$ cat config.mk
export PLATFORM = sky130hd
export DESIGN_NAME = operand_bus_arbiter
export DESIGN_NICKNAME = d
export VERILOG_FILES = /design/src/rtl/operand_bus_arbiter_pkg.sv /design/src/rtl/operand_bus_arbiter_rr_grant_2.sv /design/src/rtl/operand_bus_arbiter.sv
export SDC_FILE = /design/constraint.sdc
export NUM_CORES = 1
export LEC_CHECK = 0
export CORE_ASPECT_RATIO = 0.75
export CORE_MARGIN = 8
export CORE_UTILIZATION = 41
export CTS_CLUSTER_DIAMETER = 150
export DETAILED_ROUTE_END_ITERATION = 8
export GPL_TIMING_DRIVEN = 0
export PLACE_DENSITY = 0.79
export SYNTH_ARGS = -nofsm -noshare
export SYNTH_HDL_FRONTEND = slang
export SYNTH_SLANG_ARGS = --single-unit
$ cat constraint.sdc
create_clock -name clk -period 2.3 [get_ports clk]
set_clock_uncertainty 0.05 [all_clocks]
set_input_delay 0.46 -clock clk [delete_from_list [all_inputs] [get_ports clk]]
set_output_delay 0.46 -clock clk [all_outputs]
set_load 0.1 [all_outputs]
$ cat src/rtl/operand_bus_arbiter_pkg.sv
// Shared definitions for the two-source operand bus arbiter: source indices and
// output-stage state encoding.
package operand_bus_arbiter_pkg;

  localparam logic SRC0 = 1'b0;
  localparam logic SRC1 = 1'b1;

  typedef enum logic {
    ST_EMPTY = 1'b0,
    ST_FULL  = 1'b1
  } state_e;

endpackage

$ cat src/rtl/operand_bus_arbiter_rr_grant_2.sv
// Two-way round-robin grant: one-hot grant plus encoded winner index.
// Purely combinational; a tie goes to the source that did not win last.
module rr_grant_2
  import operand_bus_arbiter_pkg::*;
(
  input  logic [1:0] valid,
  input  logic       last_gnt,
  input  logic       en,
  output logic [1:0] grant,
  output logic       idx
);

  always_comb begin
    grant = 2'b00;
    idx   = SRC0;
    if (en) begin
      case (valid)
        2'b01: begin
          grant = 2'b01;
          idx   = SRC0;
        end
        2'b10: begin
          grant = 2'b10;
          idx   = SRC1;
        end
        2'b11: begin
          idx   = ~last_gnt;
          grant = (last_gnt == SRC1) ? 2'b01 : 2'b10;
        end
        default: begin
          grant = 2'b00;
          idx   = SRC0;
        end
      endcase
    end
  end

endmodule

$ cat src/rtl/operand_bus_arbiter.sv
// Round-robin arbiter sharing one operand bus between two valid/ready sources,
// with a registered output stage and saturating per-source grant counters.
module operand_bus_arbiter
  import operand_bus_arbiter_pkg::*;
#(
  parameter int WIDTH = 16,
  parameter int CNT_W = 8
) (
  input  logic             clk,
  input  logic             rst_n,
  input  logic             req0_valid,
  input  logic [WIDTH-1:0] req0_data,
  output logic             req0_ready,
  input  logic             req1_valid,
  input  logic [WIDTH-1:0] req1_data,
  output logic             req1_ready,
  output logic             out_valid,
  output logic [WIDTH-1:0] out_data,
  output logic             out_src,
  input  logic             out_ready,
  input  logic             clr_cnt,
  output logic [CNT_W-1:0] gnt_cnt0,
  output logic [CNT_W-1:0] gnt_cnt1
);

  function automatic logic [CNT_W-1:0] sat_inc(input logic [CNT_W-1:0] v);
    return (&v) ? v : v + 1'b1;
  endfunction

  state_e           state_q, state_d;
  logic [WIDTH-1:0] data_q, data_d;
  logic             src_q, src_d;
  logic             last_gnt_q, last_gnt_d;
  logic [CNT_W-1:0] cnt0_q, cnt0_d;
  logic [CNT_W-1:0] cnt1_q, cnt1_d;

  logic             load_en;
  logic [1:0]       grant;
  logic             idx;
  logic [WIDTH-1:0] mux_data;

  assign load_en = (state_q == ST_EMPTY) | out_ready;

  // Gating with rst_n keeps any handshake from completing during reset.
  rr_grant_2 u_rr_grant_2 (
    .valid    ({req1_valid, req0_valid}),
    .last_gnt (last_gnt_q),
    .en       (load_en & rst_n),
    .grant    (grant),
    .idx      (idx)
  );

  assign req0_ready = grant[0];
  assign req1_ready = grant[1];
  assign mux_data   = (idx == SRC1) ? req1_data : req0_data;

  always_comb begin
    state_d    = state_q;
    data_d     = data_q;
    src_d      = src_q;
    last_gnt_d = last_gnt_q;
    if (load_en) begin
      if (|grant) begin
        state_d    = ST_FULL;
        data_d     = mux_data;
        src_d      = idx;
        last_gnt_d = idx;
      end else begin
        state_d    = ST_EMPTY;
      end
    end
  end

  always_comb begin
    cnt0_d = cnt0_q;
    cnt1_d = cnt1_q;
    if (clr_cnt) begin
      cnt0_d = '0;
      cnt1_d = '0;
    end else begin
      if (grant[0]) cnt0_d = sat_inc(cnt0_q);
      if (grant[1]) cnt1_d = sat_inc(cnt1_q);
    end
  end

  // Output stage / priority / counter registers
  always_ff @(posedge clk) begin
    if (!rst_n) begin
      state_q    <= ST_EMPTY;
      data_q     <= '0;
      src_q      <= SRC0;
      last_gnt_q <= SRC1;
      cnt0_q     <= '0;
      cnt1_q     <= '0;
    end else begin
      state_q    <= state_d;
      data_q     <= data_d;
      src_q      <= src_d;
      last_gnt_q <= last_gnt_d;
      cnt0_q     <= cnt0_d;
      cnt1_q     <= cnt1_d;
    end
  end

  assign out_valid = (state_q == ST_FULL);
  assign out_data  = data_q;
  assign out_src   = src_q;
  assign gnt_cnt0  = cnt0_q;
  assign gnt_cnt1  = cnt1_q;

endmodule

==> results.json <==
{
  "synth_xor_area_share_pct": 0,
  "area_growth_pct": 58.9,
  "power_density_nw_per_um2": 599,
  "cap_violations": 0,
  "final_util_pct": 69.1,
  "crit_path_top_delay_cell": "clkdlybuf4s50_1",
  "cp.required_ns": 1.79,
  "power.internal_uw": 1010,
  "report.final.slew_viol_count": 0,
  "async_reset_ff_share_pct": 0,
  "crit_path_max_incr_delay_ns": 1.13,
  "drtIter0Drc": 66,
  "finalCritPeriodShare_pct": 98.5,
  "drive_gt1_share_pct": 7.29,
  "outcome": "completed",
  "muxShareOfSynthArea_pct": 0,
  "cts_buffers": 5,
  "final_common_cell": "nand2_1",
  "ant_nets": 0,
  "place_congestion": 0.860,
  "cts_hold_buf": 0,
  "grt_max_degree": 19,
  "chipWidth_um": 88.7,
  "clockBufferDepth": 2,
  "synth_flop_cell": "dfxtp_1",
  "synth_cell_types": 37,
  "die_h_um": 70.5,
  "final_cell_mix": "nand2_1 (41), clkdlybuf4s50_1 (39), dfxtp_1 (34)",
  "fp.dieArea_um2": 6250,
  "regArea_um2": 702,
  "max_freq_mhz": 441,
  "p_sw_share_pct": 34.8,
  "clk_latency_ns": 0.28,
  "clock-sinks": 35,
  "p_seq_share_pct": 42.0,
  "grt-ovfl-total": 0,
  "ys_ff_latch": 35,
  "io_pins": 74,
  "yosysSeqAreaShare_pct": 43.1,
  "cts_tree": "done",
  "finalSetupViolCount": 0,
  "hold_violations": 0,
  "fill_cells": 327,
  "synth_top_family_by_area": "simple AND/OR/NAND/NOR gates",
  "root_buffer": "clkbuf_8",
  "routed_wl_mm": 5.43,
  "port_buffers": 73,
  "final_area_um2": 2580,
  "crit_type": "flop to output pin",
  "p_switching_uw": 537,
  "arrival_ns": 1.76,
  "finalWorstSetupSlack_ns": 0.0342,
  "route.detailed.drc": 0,
  "p_comb_share_pct": 28.4,
  "relSlewSlack_pct": 33.2,
  "fin_crit_ns": 2.27,
  "setup_tns_ns": 0,
  "rows": 19,
  "track_usage_pct": 17.2,
  "p_leak_uw": 0.00118,
  "initial_core_util_pct": 43.5,
  "nets": 328,
  "synthSimpleGateAreaFrac_pct": 27.0,
  "synth_area_um2": 1620,
  "dpl-instance-area_um2": 2420,
  "firstDrtPassIters": 4,
  "syn-instance-count": 205,
  "n_antenna_cell": 0,
  "path_max_fanout": 2,
  "synthAdderAreaFrac_pct": 1.54,
  "hold_class": "flop to flop",
  "syn_nets": 245,
  "wl_per_cell_um": 16.0,
  "crit_buf_inv": 1,
  "crit_chain": "clkdlybuf4s50_1",
  "grt_pass1_wl_mm": 8.59,
  "synth_edf_count": 0,
  "critPathTopFamily": "buffers and inverters",
  "vias": 1858,
  "tightest_slew_ns": 1.00,
  "irDropWorstVdd_uv": 520,
  "via_per_inst": 5.46,
  "synth.avg_cell_area_um2": 7.92,
  "clk_pin_slew_ns": 0.07,
  "end_kind": "output pin",
  "fin_cells": 340,
  "preCtsSetupSlack_ns": -1.38,
  "cts_max_level": 2,
  "synth-compound-area-share_pct": 24.3,
  "multi_input_area_um2": 860,
  "dp.cells": 330,
  "dp_hpwl_mm": 4.03,
  "core_area_um2": 3730,
  "yosys_warnings": 0,
  "rsz0062_at_grt": "false",
  "antenna_found_initial": 0,
  "cp-start-kind": "flop",
  "first_global_vias": 1660,
  "p_clk_share_pct": 29.6
}
==> per-layer routing <==
metal,GRT usage [%],up-vias,wire length (µm)
li1,-,915,-
met1,23.1,878,2410
met2,25.0,61,2530
met3,5.72,4,448
met4,5.61,0,49
met5,0,-,0
==> cell type report <==
cell class / instances / share of cell area (%)
Clock inverter: 1 / 0.194
Sequential cell: 35 / 27.2
Tap cell: 52 / 2.52
Buffer: 9 / 1.45
Timing Repair Buffer: 79 / 31.2
Clock buffer: 6 / 3.20
Multi-Input combinational cell: 154 / 33.3
Inverter: 4 / 0.921
==> final timing paths <==
path	startpoint	end	slack (ns)	cells after the start
setup / recovery	out_data[0]	out_data[0]	0.03	1
hold / removal	out_data[9]	out_data[9]	0.42	2
setup reg to reg	out_valid	out_data[5]	0.42	6
hold reg to reg	out_data[9]	out_data[9]	0.42	2
==> state kept, by name, summed over array words and instances, names as in the netlist <==
name	count
out_valid	1
out_src	1
last_gnt_q	1
gnt_cnt0	8
out_data	16
gnt_cnt1	8
==> kinds of logic after synthesis <==
group | count (synthesis)
and+or+nand+nor | 87
AOI/OAI and AO/OA | 65
buffers and inverters | 16
adders and majority gates | 2
DFF | 35
==> Yosys cell counts, drive strengths merged (3+ instances only) <==
cell / n / area [µm²]
nand2b: 3 / 18.8
clkbuf: 7 / 26.3
a31oi: 18 / 113
or3: 3 / 23.8
a21oi: 12 / 60.1
inv: 3 / 11.3
nand2: 41 / 154
o21ai: 22 / 110
nor2: 6 / 22.5
a311oi: 5 / 43.8
dfxtp: 35 / 701
nor3: 8 / 40.0
nand3: 7 / 35.0
buf: 5 / 22.5
==> power groups by stage <==
| stage | logic (µW) | registers, µW | clock network, µW |
|---|---|---|---|
| final | 438 | 649 | 457 |
| after floorplan | 90.2 | 856 | 0 |
| after global routing | 459 | 653 | 497 |
| after detailed placement | 429 | 664 | 0 |
| after CTS | 437 | 650 | 467 |
| after global placement | 426 | 663 | 0 |
==> what timing repair did <==
item | 4_1_cts | 5_1_grt
pin swaps | 2 | 0
gates cloned | 0 | 0
buffers inserted | 4 | 2
resized for setup | 39 | 14
setup endpoints to repair | 19 | 17
==> through the flow <==
stage	hold slack (ns)	power, µW
finish	0.417	1540
global route	0.439	1610
CTS	0.422	1550
detailed placement	0.411	1090
global placement	0.396	1090
floorplan	0.416	946
Note: power is estimated with default switching activity, not from simulation.
